<file path="src/rtl/hazard_forward_unit.sv">
// Hazard detection and operand forwarding for the EX stage.
// Keeps a short history of instructions that already left EX and, each cycle,
// selects a forward source for RS/RT and flags load-use stalls.
// Optional build macro HAZARD_FWD_STATS_EN adds saturating stall/forward counters.
module hazard_forward_unit #(
  parameter int unsigned NSTAGES  = 2,
  parameter int unsigned AW       = 5,
  parameter int unsigned LOAD_LAT = 1,
  localparam int unsigned SW      = $clog2(NSTAGES + 1)
) (
  input  logic          clk,
  input  logic          reset,
  input  logic          ex_valid,
  input  logic [AW-1:0] ex_rs,
  input  logic [AW-1:0] ex_rt,
  input  logic          ex_use_rs,
  input  logic          ex_use_rt,
  input  logic [AW-1:0] ex_rd,
  input  logic          ex_we,
  input  logic          ex_is_load,
  input  logic          flush,
  output logic [SW-1:0] fa,
  output logic [SW-1:0] fb,
  output logic          stall
`ifdef HAZARD_FWD_STATS_EN
  ,
  output logic [31:0]   stall_cnt,
  output logic [31:0]   fwd_cnt
`endif
);

  // Entry k holds the instruction that left EX k cycles ago (1 = youngest).
  logic          hv_q  [1:NSTAGES];
  logic [AW-1:0] hrd_q [1:NSTAGES];
  logic          hwe_q [1:NSTAGES];
  logic          hld_q [1:NSTAGES];

  logic [SW-1:0] fa_sel, fb_sel;
  logic          fa_ld, fb_ld;

  // Youngest-match search per source; the loop runs oldest-first so the
  // last (smallest k) hit wins.
  always_comb begin
    fa_sel = '0;
    fb_sel = '0;
    fa_ld  = 1'b0;
    fb_ld  = 1'b0;
    for (int k = NSTAGES; k >= 1; k--) begin
      if (hv_q[k] && hwe_q[k] && (hrd_q[k] != '0) && (hrd_q[k] == ex_rs)) begin
        fa_sel = SW'(k);
        fa_ld  = hld_q[k] && (k <= int'(LOAD_LAT));
      end
      if (hv_q[k] && hwe_q[k] && (hrd_q[k] != '0) && (hrd_q[k] == ex_rt)) begin
        fb_sel = SW'(k);
        fb_ld  = hld_q[k] && (k <= int'(LOAD_LAT));
      end
    end
    fa    = (ex_valid && ex_use_rs) ? fa_sel : '0;
    fb    = (ex_valid && ex_use_rt) ? fb_sel : '0;
    // A pending load result that is still too young stalls EX; flush cancels it.
    stall = ex_valid && !flush && !reset &&
            ((ex_use_rs && fa_ld) || (ex_use_rt && fb_ld));
  end

  // History shift register; a stall injects a bubble at entry 1, flush empties it.
  always_ff @(posedge clk or posedge reset) begin
    if (reset) begin
      for (int k = 1; k <= NSTAGES; k++) begin
        hv_q[k]  <= 1'b0;
        hrd_q[k] <= '0;
        hwe_q[k] <= 1'b0;
        hld_q[k] <= 1'b0;
      end
    end else begin
      for (int k = NSTAGES; k >= 2; k--) begin
        hv_q[k]  <= hv_q[k-1];
        hrd_q[k] <= hrd_q[k-1];
        hwe_q[k] <= hwe_q[k-1];
        hld_q[k] <= hld_q[k-1];
      end
      hv_q[1]  <= ex_valid && !stall;
      hrd_q[1] <= ex_rd;
      hwe_q[1] <= ex_we;
      hld_q[1] <= ex_is_load;
      if (flush) begin
        for (int k = 1; k <= NSTAGES; k++) begin
          hv_q[k] <= 1'b0;
        end
      end
    end
  end

`ifdef HAZARD_FWD_STATS_EN
  // Saturating counters of stall cycles and of cycles that actually forward.
  always_ff @(posedge clk or posedge reset) begin
    if (reset) begin
      stall_cnt <= '0;
      fwd_cnt   <= '0;
    end else begin
      if (stall && (stall_cnt != '1)) begin
        stall_cnt <= stall_cnt + 32'd1;
      end
      if (((fa != '0) || (fb != '0)) && !stall && (fwd_cnt != '1)) begin
        fwd_cnt <= fwd_cnt + 32'd1;
      end
    end
  end
`endif

endmodule

</file>
<file path="config.mk">
export PLATFORM = sky130hd
export DESIGN_NAME = hazard_forward_unit
export DESIGN_NICKNAME = d
export VERILOG_FILES = /design/src/rtl/hazard_forward_unit.sv
export SDC_FILE = /design/constraint.sdc
export NUM_CORES = 1
export LEC_CHECK = 0
export BUFFER_PORTS_ARGS = -buffer_cell sky130_fd_sc_hd__buf_4
export CORE_MARGIN = 2
export CORE_UTILIZATION = 40
export CTS_CLUSTER_DIAMETER = 50
export DETAILED_ROUTE_END_ITERATION = 8
export PLACE_DENSITY = 0.67
export SLEW_MARGIN = 10
export SYNTH_ARGS = -nofsm -noshare
export SYNTH_HDL_FRONTEND = slang
export SYNTH_SLANG_ARGS = --single-unit
</file>
<file path="constraint.sdc">
create_clock -name clk -period 1.86 [get_ports clk]
set_input_delay 0 -clock clk [delete_from_list [all_inputs] [get_ports clk]]
set_output_delay 0 -clock clk [all_outputs]
set_load 0.01 [all_outputs]
</file>
# Word-level counts from Yosys, hierarchy flattened
# Index checks and enable logic that the tools add are counted.
# totals
ff_bits,15
inputBits,23
output_inout_bits,5
elab_cells,42
# op_classes
reduce_logical,22
n_mux,9
eq_ne,4
# op_table
operator,count
equality test 5 bit,4
logical AND 1 bit,16
2-to-1 mux 2 bit,7
nonzero test 5 bit,2
logical NOT 1 bit,3
2-to-1 mux 1 bit,2
logical OR 1 bit,1

# Logic depth before layout (Yosys ltp)
# Gate-level depths: netlist of run 1.
# logic_depth
depth_word,10
ltp_mapped,4
ltp_nobuf,4

# Least setup slack after synthesis of run 1
# OpenSTA, ideal clock, no wires.
# synth_path
path_kind,reg2reg
from,register hrd_q[6] in the netlist's numbering
to,register hv_q[1] in the netlist's numbering
arrival_time_ps,1519
slack_ps,246
required_ps,1764
setup_time_ps,96
path_stages_with_launch,5
cell_sequence,dfrtp_1 > or4_4 > o211a_1 > and3_4 > a311oi_2
# synth_via
elab_chain_cells,10
# synth_rtl
item,line,source
"start, declared",34,logic [AW-1:0] hrd_q [1:NSTAGES];
"start signal, assigned by index",77,hrd_q[k] <= hrd_q[k-1];
nonzero test 5 bit,"49, 53",
logical AND 1 bit,"49, 53",
"logical AND 1 bit, on equally long branches","49, 53",
"2-to-1 mux 1 bit, on equally long branches","49, 53",
logical AND 1 bit,62,((ex_use_rs && fa_ld) || (ex_use_rt && fb_ld));
logical OR 1 bit (*),62,
logical AND 1 bit (*),61,stall = ex_valid && !flush && !reset &&
logical NOT 1 bit (*),81,hv_q[1] <= ex_valid && !stall;
logical AND 1 bit (*),81,
2-to-1 mux 2 bit (*),85,if (flush) begin
"end signal, assigned by index",76,hv_q[k] <= hv_q[k-1];
"end, declared",33,logic hv_q [1:NSTAGES];
# Every way passes the cells marked *; elsewhere a longest branch is shown, timed or not.

# Final worst setup path of run 1
# layout_path
from,register hrd_q[6] in the netlist's numbering
to,output port stall
# layout_via
elab_chain_cells,7
# layout_rtl
item,line,source
nonzero test 5 bit,"49, 53",
logical AND 1 bit,"49, 53",
"logical AND 1 bit, on equally long branches","49, 53",
"2-to-1 mux 1 bit, on equally long branches","49, 53",
logical AND 1 bit,62,
logical OR 1 bit (*),62,
logical AND 1 bit (*),61,
"end, declared",24,output logic stall
# Marks and branches as above.

==> results.sh, run 1 <==
export IMPL_ir_worst_vdd_mv=0.545
export IMPL_vias_per_cell=4.93
export IMPL_synthMuxAreaShare_pct=0
export IMPL_ant_nets=0
export IMPL_syn_nets=89
export IMPL_synthCells=66
export IMPL_timing_hold_worst_endpoint="hv_q[1]"
export IMPL_cts_buffers=3
export IMPL_cts_clk_slew_worst_paths_ps=70
export IMPL_min_path_cells=3
export IMPL_grt_pass1_wl_mm=2.85
export IMPL_diodes=0
export IMPL_antenna_found_initial=0
export IMPL_finalNetCount=136
export IMPL_power_density_mw_per_mm2=558
export IMPL_synth_top_cell_area_share_pct=48.9
export IMPL_hpwl_mm=1.32
export IMPL_hp_start="ex_valid"
export IMPL_clk_latency_ps=270
export IMPL_cts_max_level=1
export IMPL_p_leak_nw=0.533
export IMPL_yosysWarnings=0
export IMPL_final_max_slew_viol_count=0
export IMPL_overflow=0
export IMPL_critPathCaptureType="output port"
export IMPL_r2r_start="hrd_q[6]"
export IMPL_syn_area_sq_um=768
export IMPL_root_buffer="clkbuf_4"
export IMPL_core_sq_mm=0.00176
export IMPL_layout_common_cells="30 x buf_4, 14 x xor2_1, 14 x dfrtp_1"
export IMPL_rsz0062_at_grt="yes"
export IMPL_post_route_min_period_ps=1900
export IMPL_fillers=163
export IMPL_setup_viol=2
export IMPL_wl_met2_um=868
export IMPL_drtPass1Iterations=4
export IMPL_ys_ff_latch=15
export IMPL_vias=675
export IMPL_die_w_um=47.8
export IMPL_cap_violations=0
export IMPL_reg2reg_to="hv_q[1]"
export IMPL_multiInputGateArea_sq_um=390
export IMPL_grt_pass1_vias=678
export IMPL_cts_tree="done"
export IMPL_synth_adder_area_share_pct=0
export IMPL_met3_length_um=76
export IMPL_preCtsSetupSlack_ps=136
export IMPL_grt_max_degree=16
export IMPL_utilization_pct=66.9
export IMPL_cp_required_ps=1860
export IMPL_post_drt_wl_per_cell_um=12.9
export IMPL_crit_type="reg -> out"
export IMPL_dieArea_sq_mm=0.00229
export IMPL_die_h_um=47.8
export IMPL_clock_skew_ps=2.42
export IMPL_synth_simple_area_share_pct=19.1
export IMPL_r2r_setup_slack_ps=90
export IMPL_relSlewSlack_pct=64.8
export IMPL_grt_usage_pct=18.1
export IMPL_min_period_over_period_pct=102
export IMPL_gp_congestion=0.886
export IMPL_cp_arrival_ps=1900
export IMPL_fin_tns_setup_ps=-80.0
export IMPL_synth_compound_area_share_pct=8.31
export IMPL_drc=0
export IMPL_synth_seq_area_share_pct=48.9
export IMPL_synth_area_leader_cell="dfrtp_1"
export IMPL_setup_slack_ps=-44.2
export IMPL_path_max_fanout=2
export IMPL_ff2ff_path_depth=5
export IMPL_cts_sinks=15
export IMPL_power_uw=658
export IMPL_drtIter0Drc=7
export IMPL_final_common_cell="buf_4"
export IMPL_num_rows=15
export IMPL_syn_to_final_growth_pct=53.6
export IMPL_routed_top_layer="met4"
export IMPL_wl_met1_um=801
export IMPL_synth_xor_area_share_pct=22.8
export IMPL_clockBufferDepth=2
export IMPL_initial_core_util_pct=43.5
export IMPL_wl_mm=1.77
export IMPL_hp_class="in -> reg"
export IMPL_yosys_top_cells_area="dfrtp_1 49%, xor2_1 16%, xnor2_1 6.8%, nor4_1 4.1%, a311oi_2 2.0%"
export IMPL_tightest_slew_ps=528
export IMPL_failed_checks="setup timing"
export IMPL_max_freq_mhz=525
export IMPL_status="finished, violations left"
export IMPL_avgSynthCellArea_sq_um=11.6
export IMPL_register_area_sq_um=377
export IMPL_start_kind="register"
export IMPL_drive_above_1_share_pct=37.5
export IMPL_numPortBuffers=27
export IMPL_synth_top_family_by_area="XOR/XNOR gates"
export IMPL_ios=28
export IMPL_timing_hold_violations_final=0
export IMPL_synthDistinctLibCells=24
-- critical path, cell delays in order, from the launching register on --
cell and delay, ps:
dfrtp_1 380, or4_4 540, o211a_1 240, and4_1 180, o21a_1 180, buf_6 120
-- registers in the layout, indices dropped and copies added (netlist names) --
name and cells:
hrd_q 10, hwe_q 2, hv_q 2, hld_q 1
-- cells in the mapped netlist (all sizes together) --
cell type	n
dfrtp	15
xor2	14
xnor2	6
nor4	5
nand2	4
nor3	3
and3	2
inv	2
nand3	2
a311oi	1
and4	1
nand2b	1
nor2	1
nor2b	1
nor4bb	1
o211a	1
o211ai	1
o21a	1
o311a	1
o311ai	1
or3	1
or4	1
-- cell type report --
type / instances / area share (%)
clock buffers: 4 / 2.23
inverters: 2 / 0.636
multi-input cells: 49 / 33.1
flip-flops and latches: 15 / 31.9
well taps: 25 / 2.65
repair buffers: 42 / 29.5
-- worst max path at each step --
stage                   from      end
CTS                 hrd_q[6]    stall
detailed placement  hrd_q[6]  hv_q[1]
global route        hrd_q[6]    stall
finish              hrd_q[6]    stall
global placement    hrd_q[6]  hv_q[1]
floorplan           hrd_q[6]  hv_q[1]
-- per-stage QoR --
stage	std cells	area, sq um	hold WS (ps)
4_1_cts	137	1180	13.9
6_report	137	1180	53.2
3_5_place_dp	119	1010	82.1
3_3_place_gp	119	1010	78.5
2_1_floorplan	66	768	-98.5
5_1_grt	137	1180	30.7
-- cells by family (layout without fill, tap and decap cells) --
group	after synthesis	count (layout)
flops	15	15
compound gates	6	6
xor+xnor	20	20
simple gates	23	23
buf+inv	2	48
-- what timing repair did --
item                       in CTS  in global routing
gates resized for setup         4                  0
buffers inserted                4                  0
pin swaps                       1                  1
hold endpoints to repair       24                  0
hold buffers                   10                  0
setup endpoints to repair       4                  5
-- report_power, final --
group	switching, mW	internal, mW
combinational	0.0555	0.0785
sequential	0.0163	0.342
clock	0.0828	0.0829
-- per-layer routing --
| metal | vias to the layer above | global-route usage (%) |
|---|---|---|
| met2 | 25 | 30.7 |
| met1 | 315 | 23.1 |
| li1 | 331 | - |
| met4 | 0 | 8.65 |
| met5 | - | 0 |
| met3 | 4 | 1.89 |
(Power assumes the default switching activity.)
==> run 2: changes to the inputs <==
- MAX_ROUTING_LAYER: unset -> met4
==> run 2 against run 1 <==
Effect of this change: the run still ends with setup timing left; cell count is the same; sequential cell count is the same; global-route usage grew 0.58 points; clock power is essentially flat; design area is the same; largest power group unchanged.
==> results.sh, run 2 (same netlist as run 1, synthesis figures left out) <==
export IMPL_status="finished, violations left"
export IMPL_failed_checks="setup timing"
export IMPL_power_density_mw_per_mm2=558
export IMPL_hpwl_mm=1.32
export IMPL_timing_hold_violations_final=0
export IMPL_cts_clk_slew_worst_paths_ps=70
export IMPL_hp_class="in -> reg"
export IMPL_cap_violations=0
export IMPL_die_w_um=47.8
export IMPL_fillers=163
export IMPL_reg2reg_to="hv_q[1]"
export IMPL_clock_skew_ps=1.88
export IMPL_rsz0062_at_grt="yes"
export IMPL_wl_mm=1.78
export IMPL_crit_type="reg -> out"
export IMPL_largest_reg_flops=10
export IMPL_post_route_min_period_ps=1900
export IMPL_path_max_fanout=2
export IMPL_tightest_slew_ps=528
export IMPL_grt_pass1_wl_mm=2.85
export IMPL_cts_tree="done"
export IMPL_power_uw=659
export IMPL_initial_core_util_pct=43.5
export IMPL_syn_to_final_growth_pct=53.6
export IMPL_cts_buffers=3
export IMPL_grt_usage_pct=18.7
export IMPL_final_max_slew_viol_count=0
export IMPL_drc=0
export IMPL_place_inst=119
export IMPL_layout_common_cells="30 x buf_4, 14 x xor2_1, 14 x dfrtp_1"
export IMPL_setup_viol=2
export IMPL_ant_nets=0
export IMPL_post_drt_wl_per_cell_um=13.0
export IMPL_overflow=0
export IMPL_relSlewSlack_pct=64.8
export IMPL_cp_required_ps=1860
export IMPL_root_buffer="clkbuf_4"
export IMPL_die_h_um=47.8
export IMPL_ff2ff_path_depth=5
export IMPL_vias=676
export IMPL_max_freq_mhz=525
export IMPL_critPathCaptureType="output port"
export IMPL_critPathLaunch="hrd_q[6]"
export IMPL_drtIter0Drc=7
export IMPL_num_rows=15
export IMPL_clockBufferDepth=2
export IMPL_r2r_setup_slack_ps=90
export IMPL_cts_sinks=15
export IMPL_final_cells=137
export IMPL_p_leak_nw=0.533
export IMPL_top_register="hrd_q"
export IMPL_drive_above_1_share_pct=37.5
export IMPL_antenna_found_initial=0
export IMPL_min_path_cells=3
export IMPL_core_sq_mm=0.00176
export IMPL_r2r_start="hrd_q[6]"
export IMPL_start_kind="register"
export IMPL_cp_arrival_ps=1900
export IMPL_grt_max_degree=16
export IMPL_diodes=0
export IMPL_vias_per_cell=4.93
export IMPL_setup_slack_ps=-44.9
export IMPL_reg_top3="hrd_q x10, hv_q x2, hwe_q x2"
export IMPL_dieArea_sq_mm=0.00229
export IMPL_drtPass1Iterations=4
export IMPL_finalNetCount=136
export IMPL_cts_max_level=1
export IMPL_ir_worst_vdd_mv=0.545
export IMPL_ios=28
export IMPL_grt_pass1_vias=677
export IMPL_numPortBuffers=27
export IMPL_gp_congestion=0.901
export IMPL_min_period_over_period_pct=102
export IMPL_clk_latency_ps=270
export IMPL_crit_path_end="stall"
export IMPL_final_common_cell="buf_4"
## run 2: worst min path at each step
stage,to,slack (ps),from
3_3_place_gp,hld_q[1],80,reset
2_1_floorplan,hld_q[1],-100,reset
4_1_cts,hv_q[1],10,ex_valid
5_1_grt,hv_q[1],30,ex_valid
6_report,hv_q[1],50,ex_valid
3_5_place_dp,hv_q[1],80,reset
## run 2: metrics by stage
step / utilization, % / TNS, ps / cell area [sq um] / hold WS (ps) / setup WS, ps
final: 66.9 / -81.4 / 1180 / 52.7 / -44.9
after global routing: 66.9 / -448 / 1180 / 30.7 / -135
after CTS: 66.9 / -111 / 1180 / 13.9 / -55.4
after detailed placement: 57.2 / 0 / 1010 / 82.1 / 136
after global placement: 57.2 / 0 / 1010 / 78.5 / 197
after floorplan: - / 0 / 768 / -98.5 / 246
## run 2: area by class of cell
class	instances	area, sq um	share of cell area (%)
Multi-Input combinational cell	49	390	33.1
Sequential cell	15	377	31.9
Timing Repair Buffer	42	348	29.5
Tap cell	25	31.3	2.65
Clock buffer	4	26.3	2.23
Inverter	2	7.51	0.636
## run 2: worst max-delay path: stages, from the launching register on
cell and delay [ps]:
dfrtp_1 380, or4_4 540, o211a_1 240, and4_1 180, o21a_1 180, buf_6 120
## run 2: routing by layer
| metal | share of wire [%] | GRT usage, % | vias to the layer above |
|---|---|---|---|
| met5 | 0 | - | - |
| met4 | 1.5 | 8.65 | 0 |
| met3 | 4.0 | 1.89 | 4 |
| met2 | 49 | 30.7 | 25 |
| met1 | 46 | 23.1 | 316 |
| li1 | - | - | 331 |
## run 2: repair_timing
item / CTS / global route
gates resized for setup: 4 / 0
hold buffers: 10 / 0
buffers inserted: 4 / 0
endpoints found under the hold margin: 24 / 0
setup endpoints to repair: 4 / 5
pin swaps: 1 / 1
## run 2: where the power goes
part           total [mW]  switching, mW  internal [mW]
combinational       0.134         0.0555         0.0785
clock               0.166         0.0831         0.0829
sequential          0.359         0.0163          0.342
